**src/rtl/matrix_collector.sv**
```systemverilog
// ----------------------------------------------------------------------------
// matrix_collector
//
// Purpose:
//   Captures a complete set of SQRT_P x SQRT_P block results (each BLK x BLK
//   32-bit words) in one cycle. It then streams the assembled N x N matrix out
//   in row-major order over a valid/ready handshake.
//
// Parameters:
//   N       full result matrix dimension
//   SQRT_P  processor grid dimension; BLK = N/SQRT_P words per block side
//
// Ports:
//   clk             rising-edge clock
//   rst_n           asynchronous active-low reset
//   in_blocks       flattened block results; block (bi,bj) is at slot
//                   bi*SQRT_P+bj, and element (k,v) of a slot is at word
//                   offset k*BLK+v
//   in_valid        in_blocks holds a complete result set
//   in_ready        collector can accept a result set
//   out_data        current matrix element
//   out_row/out_col row/column of out_data
//   out_valid       out_data valid
//   out_ready       downstream accepts out_data
//   out_last        high with element (N-1,N-1)
//   checksum        running sum of transferred words (optional feature)
//   checksum_valid  one-cycle pulse when checksum is final
//
// Configuration macro:
//   COLLECT_CHECKSUM_EN  when defined, builds the checksum accumulator.
//                        Otherwise checksum and checksum_valid are tied to 0.
// ----------------------------------------------------------------------------
module matrix_collector #(
   parameter int N      = 4,
   parameter int SQRT_P = 2
) (
   input  logic                  clk,
   input  logic                  rst_n,
   input  logic [32*N*N-1:0]     in_blocks,
   input  logic                  in_valid,
   output logic                  in_ready,
   output logic [31:0]           out_data,
   output logic [$clog2(N)-1:0]  out_row,
   output logic [$clog2(N)-1:0]  out_col,
   output logic                  out_valid,
   input  logic                  out_ready,
   output logic                  out_last,
   output logic [31:0]           checksum,
   output logic                  checksum_valid
);

   localparam int BLK = N / SQRT_P;
   localparam int RW  = $clog2(N);
   localparam logic [RW-1:0] LAST_IDX = RW'(N - 1);

   typedef enum logic [0:0] {
      IDLE   = 1'b0,
      STREAM = 1'b1
   } state_t;

   // Word index inside in_blocks / r_buf of matrix element (r,c)
   function automatic int elem_word(input int r, input int c);
      return (((r / BLK) * SQRT_P + (c / BLK)) * BLK * BLK)
             + ((r % BLK) * BLK) + (c % BLK);
   endfunction

   state_t             r_state;
   state_t             w_next_state;
   logic [32*N*N-1:0]  r_buf;
   logic               r_in_ready;
   logic               r_out_valid;
   logic [31:0]        r_out_data;
   logic [RW-1:0]      r_out_row;
   logic [RW-1:0]      r_out_col;
   logic               r_out_last;

   logic               w_capture;
   logic               w_xfer;
   logic               w_done;
   logic [RW-1:0]      w_nxt_row;
   logic [RW-1:0]      w_nxt_col;
   logic               w_nxt_last;
   logic [31:0]        w_nxt_data;

   // in_ready is registered so it stays low while rst_n is asserted
   assign w_capture = (r_state == IDLE) & r_in_ready & in_valid;
   assign w_xfer    = r_out_valid & out_ready;
   assign w_done    = w_xfer & r_out_last;

   // State register
   always_ff @(posedge clk or negedge rst_n) begin
      if (!rst_n) begin
         r_state <= IDLE;
      end else begin
         r_state <= w_next_state;
      end
   end

   // Next-state logic
   always_comb begin
      w_next_state = r_state;
      case (r_state)
         IDLE: begin
            if (w_capture) begin
               w_next_state = STREAM;
            end else begin
               w_next_state = IDLE;
            end
         end
         STREAM: begin
            if (w_done) begin
               w_next_state = IDLE;
            end else begin
               w_next_state = STREAM;
            end
         end
         default: w_next_state = IDLE;
      endcase
   end

   // Row-major successor of the current position and the element it selects
   always_comb begin
      w_nxt_row = r_out_row;
      w_nxt_col = r_out_col + RW'(1);
      if (r_out_col == LAST_IDX) begin
         w_nxt_col = '0;
         if (r_out_row == LAST_IDX) begin
            w_nxt_row = '0;
         end else begin
            w_nxt_row = r_out_row + RW'(1);
         end
      end else begin
         w_nxt_row = r_out_row;
      end
      w_nxt_last = (w_nxt_row == LAST_IDX) && (w_nxt_col == LAST_IDX);
      w_nxt_data = r_buf[32*elem_word(int'(w_nxt_row), int'(w_nxt_col)) +: 32];
   end

   // in_ready register; rises the cycle the FSM is back in IDLE
   always_ff @(posedge clk or negedge rst_n) begin
      if (!rst_n) begin
         r_in_ready <= 1'b0;
      end else begin
         r_in_ready <= (w_next_state == IDLE);
      end
   end

   // Capture buffer and registered output stage
   always_ff @(posedge clk or negedge rst_n) begin
      if (!rst_n) begin
         r_buf       <= '0;
         r_out_valid <= 1'b0;
         r_out_data  <= 32'd0;
         r_out_row   <= '0;
         r_out_col   <= '0;
         r_out_last  <= 1'b0;
      end else if (w_capture) begin
         r_buf       <= in_blocks;
         // element (0,0) is always word 0 of slot 0
         r_out_data  <= in_blocks[31:0];
         r_out_valid <= 1'b1;
         r_out_row   <= '0;
         r_out_col   <= '0;
         r_out_last  <= (N == 1);
      end else if (w_xfer) begin
         if (r_out_last) begin
            r_out_valid <= 1'b0;
            r_out_last  <= 1'b0;
         end else begin
            r_out_row   <= w_nxt_row;
            r_out_col   <= w_nxt_col;
            r_out_data  <= w_nxt_data;
            r_out_last  <= w_nxt_last;
         end
      end
   end

   assign in_ready  = r_in_ready;
   assign out_valid = r_out_valid;
   assign out_data  = r_out_data;
   assign out_row   = r_out_row;
   assign out_col   = r_out_col;
   assign out_last  = r_out_last;

`ifdef COLLECT_CHECKSUM_EN
   logic [31:0] r_cs;
   logic        r_cs_valid;

   // Checksum accumulator; cleared on capture, final sum held until the next one
   always_ff @(posedge clk or negedge rst_n) begin
      if (!rst_n) begin
         r_cs       <= 32'd0;
         r_cs_valid <= 1'b0;
      end else begin
         r_cs_valid <= w_done;
         if (w_capture) begin
            r_cs <= 32'd0;
         end else if (w_xfer) begin
            r_cs <= r_cs + r_out_data;
         end
      end
   end

   assign checksum       = r_cs;
   assign checksum_valid = r_cs_valid;
`else
   assign checksum       = 32'd0;
   assign checksum_valid = 1'b0;
`endif

endmodule

```
**config.mk**
```make
export PLATFORM = sky130hd
export DESIGN_NAME = matrix_collector
export DESIGN_NICKNAME = d
export VERILOG_FILES = /design/src/rtl/matrix_collector.sv
export SDC_FILE = /design/constraint.sdc
export NUM_CORES = 1
export LEC_CHECK = 0
export BUFFER_PORTS_ARGS = -buffer_cell sky130_fd_sc_hd__buf_2
export CORE_MARGIN = 1
export CORE_UTILIZATION = 49
export DETAILED_ROUTE_END_ITERATION = 12
export MAX_ROUTING_LAYER = met4
export PLACE_DENSITY_LB_ADDON = 0.08
export SLEW_MARGIN = 5
export SYNTH_ARGS = -nofsm -noshare
export SYNTH_HDL_FRONTEND = slang
export SYNTH_SLANG_ARGS = --single-unit
```
**constraint.sdc**
```tcl
create_clock -name clk -period 2.4 [get_ports clk]
set_input_delay 0.24 -clock clk [delete_from_list [all_inputs] [get_ports clk]]
set_output_delay 0.24 -clock clk [all_outputs]
set_load 0.05 [all_outputs]
```
After elaboration in Yosys (flattened, before gate mapping)
Cells that the tools add are included.

operators by class
  add/subtract/negate cells = 5
  reductions and logical operators = 5
  mux-type cells = 21
  multiply operators = 0
  order comparisons = 0
  eq/ne operators = 5
  bitwise logic cells = 6
  shift operators = 1
  div/mod/pow operators = 0

operator list
  operator             number
  $shiftx 512x13->32   1
  $mux 32              3
  $mux 2               9
  $eq 2x2->1 const B   4
  $mux 1               8
  $add 6x1->7          1
  $add 5x2->6          1
  $add 2x1->2 const B  2
  $and 1x1->1          4
  $reduce_and 2->1     2
  $reduce_bool 2->1    2
  $add 2x1->3          1
  $ne 2x1->1 const B   1
  $not 1->1            2
  $pmux 1 s2           1
  $logic_and 1x1->1    1

word-level totals
  RAM bits = 0
  register bits after elaboration = 552
  latch bits = 0
  ROM bits = 0
  word-level logic and storage cells = 51
  memories = 0
  input bits = 516
  output and inout port bits = 72

Logic depth before layout (Yosys ltp)
  depth after elaboration = 10
  mapped depth = 10

Worst setup path before layout
Ideal clock, no wire load.

  path kind = flip-flop to flip-flop
  start = register r_out_col[0] (netlist: out_col[0])
  end = register r_out_data[0] (netlist: out_data[0])
  buffers on the path = 4
  arrival time = 2.832 ns
  setup time = 0.135 ns
  setup slack = -0.568 ns
  clock period less this slack = 2.968 ns
  stages on the path, launching flop included = 10
  cell sequence = dfrtp_1 buf_4 buf_2 inv_1 ha_1 buf_2 buf_1 mux4_2 a22oi_1 nand3_1

on the way
  longest elaborated chain between the ends = 9
  elaborated cells between the ends (all ways) = 11
  those cells by class = 4 x add/sub; 1 x eq/ne; 1 x shift; 5 x mux

ends and longest elaborated chain
  what                                              RTL line  source
  start: declaration                                74        logic [RW-1:0] r_out_col;
  start signal: assignment                          171       r_out_col <= w_nxt_col;
  $add 2x1->2 / $eq 2x2->1 (equally long branches)  124, 125
  $mux 2                                            125       if (r_out_col == LAST_IDX) begin
  $add 2x1->3                                       63        return (((r / BLK) * SQRT_P + (c / BLK)) * BLK * BLK)
  $add 5x2->6                                       64        + ((r % BLK) * BLK) + (c % BLK);
  $add 6x1->7 *                                     64
  $shiftx 512x13->32 *                              136       w_nxt_data = r_buf[32*elem_word(int'(w_nxt_row), int'(w_nxt_col)) +: 32];
  $mux 32 *                                         166       if (r_out_last) begin
  $mux 32 *                                         165       end else if (w_xfer) begin
  $mux 32 *                                         157       end else if (w_capture) begin
  end signal: assignment                            160       r_out_data <= in_blocks[31:0];
  end signal: assignment                            172       r_out_data <= w_nxt_data;
  end: declaration                                  72        logic [31:0] r_out_data;

Every way passes the cells marked *; elsewhere a longest branch is shown, timed or not. The select of a mux whose other input is x is not followed.
A chain may end at the register's enable or synchronous reset.

Worst setup path after layout
Ends and elaborated chain as after synthesis.

==> results.json <==
{
  "commonest_non_fill_non_tap_cell_in_the_layout": "nand2_1",
  "ff_latch_area_sq_um": 13800,
  "timing.critical_path.to": "out_data[0]$_DFFE_PN0P_",
  "antenna_violating_nets_post_route": 0,
  "post_place_setup_slack_ps": -272,
  "clock-root-buffer": "clkbuf_16",
  "placement_rows": 82,
  "top_layer_used": "met4",
  "slew_headroom_pct": 41.2,
  "reg2reg_from": "out_col[0]$_DFFE_PN0P_",
  "final.setup.tns_ps": -689,
  "setup.worst_path.end_class": "flop",
  "initial_utilization_pct": 49.7,
  "areaGrowthSynthToFinish_pct": 47.8,
  "dieArea_sq_um": 51900,
  "critical_path.top_delay_family": "compound AO/OA/AOI/OAI gates",
  "clkSinkCount": 552,
  "num-nets-final": 4315,
  "met3RoutedLength_microns": 8280,
  "top_ff_cell_synth": "dfrtp_1",
  "synth_sequential_area_ratio_pct": 55.2,
  "numCtsBuffers": 58,
  "final_cell_utilization_of_the_core_pct": 73.5,
  "dp.cells": 3869,
  "grt_max_degree": 177,
  "yosysWarningCount": 0,
  "cts_tree": "done",
  "clk_latency_ps": 620,
  "fin_crit_ps": 2490,
  "grt-ovfl-total": 0,
  "multi_input_combinational_cell_area_sq_um": 10600,
  "grt_antenna_before_repair": 6,
  "critical_path_arrival_ps": 2960,
  "synth_async_sr_flop_share_pct": 100,
  "route.met2.wl_microns": 51000,
  "peak_clock_frequency_supported_by_timing_mhz": 402,
  "worstHoldPathType": "input pin to async pin",
  "worst_slew_pin_slew_ps": 881,
  "h-tree-depth": 2,
  "critical_path_required_ps": 2870,
  "routed_wirelength_microns": 107000,
  "track_usage_pct": 42.7,
  "fillCellCount": 3400,
  "final_cell_count_no_fill": 4524,
  "critical_path_cell_count": 8,
  "timing.critical_path.slowest_cell_delay_ps": 690,
  "via_per_inst": 5.52,
  "cp_launch_type": "flop",
  "number_of_setup_violations_in_the_final_report": 20,
  "violations": "negative setup slack",
  "core_area_sq_um": 50300,
  "cpMaxStageDelayCell": "a222oi_1",
  "dp_hpwl_microns": 70900,
  "timing.reg2reg.worst_path_depth": 8,
  "regToRegEndpoint": "out_data[0]$_DFFE_PN0P_",
  "timing.clock.skew_ps": 32.8,
  "reg2reg_setup_slack_ps": -90,
  "power_per_cell_area_nw_per_um2": 1290,
  "synth.distinct_cells": 55,
  "synth-edff-count": 0,
  "route.layer.met1.wl_microns": 40100,
  "cp_cell_sequence": "ha_4, buf_6, nor2_4, buf_12, mux2i_4, mux2i_2, a222oi_1, nand3_1",
  "layout.cells.most_common_list": "nand2_1, buf_2, dfrtp_1",
  "die_w_microns": 228,
  "syn_area_sq_um": 25000,
  "drive_gt1_share_pct": 24.6,
  "drt_iter0_drc": 2451,
  "worst-path-buf-inv": 2,
  "average_wire_per_cell_in_the_routed_design_microns": 23.7,
  "first_global_vias": 26100,
  "avgSynthCellArea_sq_um": 9.25,
  "cts_buffer_depth": 3,
  "drcViolationCount": 0,
  "max_cap_viol_count": 0,
  "grt_setup_unrepaired": "yes",
  "dieHeight_microns": 228,
  "critical_path.startpoint": "out_col[0]$_DFFE_PN0P_",
  "number_of_detailed_routing_iterations_run_before_antenna_repair": 9,
  "total_leakage_power_nw": 19.3,
  "clk_transition_reported_paths_ps": 70,
  "status": "finished with violations",
  "worst_slack_ps": -85.6,
  "final-max-slew-violation-count": 0,
  "worst-path-max-fanout": 6,
  "finalHoldViolations": 0,
  "post-route-cell-area_sq_um": 37000,
  "worst-setup-path-type": "flop to flop",
  "timing.final.crit_share_pct": 104,
  "ios": 588,
  "peakVddDrop_v": 0.000726,
  "synth_seq_cells": 552,
  "place.port_buffers": 554,
  "routed-via-count": 25000,
  "synthesis.instances": 2704,
  "place_congestion": 1.04,
  "dpl_cell_area_sq_um": 28900,
  "global_route_wire_length_before_repair_microns": 159000
}
## power by group
group | switching (mW) | internal, mW
Combinational | 11.2 | 9.32
Sequential | 3.68 | 13.6
Clock | 3.86 | 6.20
## state kept, by name, summed over array words and instances, names as in the netlist
name,cells
r_state,1
out_last,1
r_buf,512
out_col,2
out_data,32
out_row,2
in_ready,1
out_valid,1
## Yosys cell counts, drive strengths merged, types with 4 or more instances
cell	count	area, sq um
o221ai	16	140
nand2b	5	31.3
mux2i	73	731
nand3	25	125
a22o	20	175
a211o	17	149
o21ai	10	50.0
mux2	7	78.8
a21oi	7	35.0
clkbuf	115	432
o211ai	4	30.0
inv	5	18.8
mux4	88	1990
a22oi	25	188
nand2	1579	5930
buf	84	563
a222oi	8	80.1
dfrtp	552	13800
nor2	13	48.8
a211oi	6	45.0
o22ai	5	31.3
## cells by family after synthesis
kind of cell | share of synthesized area, %
buf+inv | 4.05
simple gates | 25.0
fa+ha+maj | 0.150
compound gates | 4.34
mux | 11.2
flops | 55.2
other cells | 0.0150
## metal layers
metal / vias to the layer above / global-route usage, %
li1: 10900 / -
met1: 12200 / 51.3
met2: 1429 / 66.5
met3: 419 / 8.16
met4: 0 / 26.9
met5: - / -
## cell type report
cell class,instances,share of cell area [%]
multi-input combinational,1980,28.8
tap,672,2.27
clock buffer,86,4.84
antenna,8,0.0542
clock inverter,22,0.998
sequential,552,37.4
inverter,5,0.0575
timing repair buffer,1199,25.6
## worst min-delay path by stage
stage | startpoint | to | slack [ps] | depth (start not counted)
after floorplan | rst_n | in_ready$_DFF_PN0_ | -60 | 0
after global routing | rst_n | r_buf[42]$_DFFE_PN0P_ | 220 | 2
after detailed placement | rst_n | r_buf[68]$_DFFE_PN0P_ | 260 | 1
after CTS | rst_n | r_buf[68]$_DFFE_PN0P_ | 200 | 2
after global placement | rst_n | r_buf[68]$_DFFE_PN0P_ | 260 | 1
final | rst_n | r_buf[68]$_DFFE_PN0P_ | 180 | 2
## stage by stage
stage	total power, mW	hold slack (ps)
after floorplan	27.2	-55.6
after global placement	34.4	257
after detailed placement	34.8	257
after CTS	47.0	196
after global routing	50.0	217
final	47.8	175
## what timing repair did
action / CTS / global route
hold endpoints to repair: 567 / 0
resized for setup: 61 / 34
pin swaps: 11 / 23
endpoints found under the setup margin: 30 / 29
hold buffers: 514 / 0
cloned: 6 / 0
buffers inserted: 12 / 7
Power figures use the tool's default switching activity.
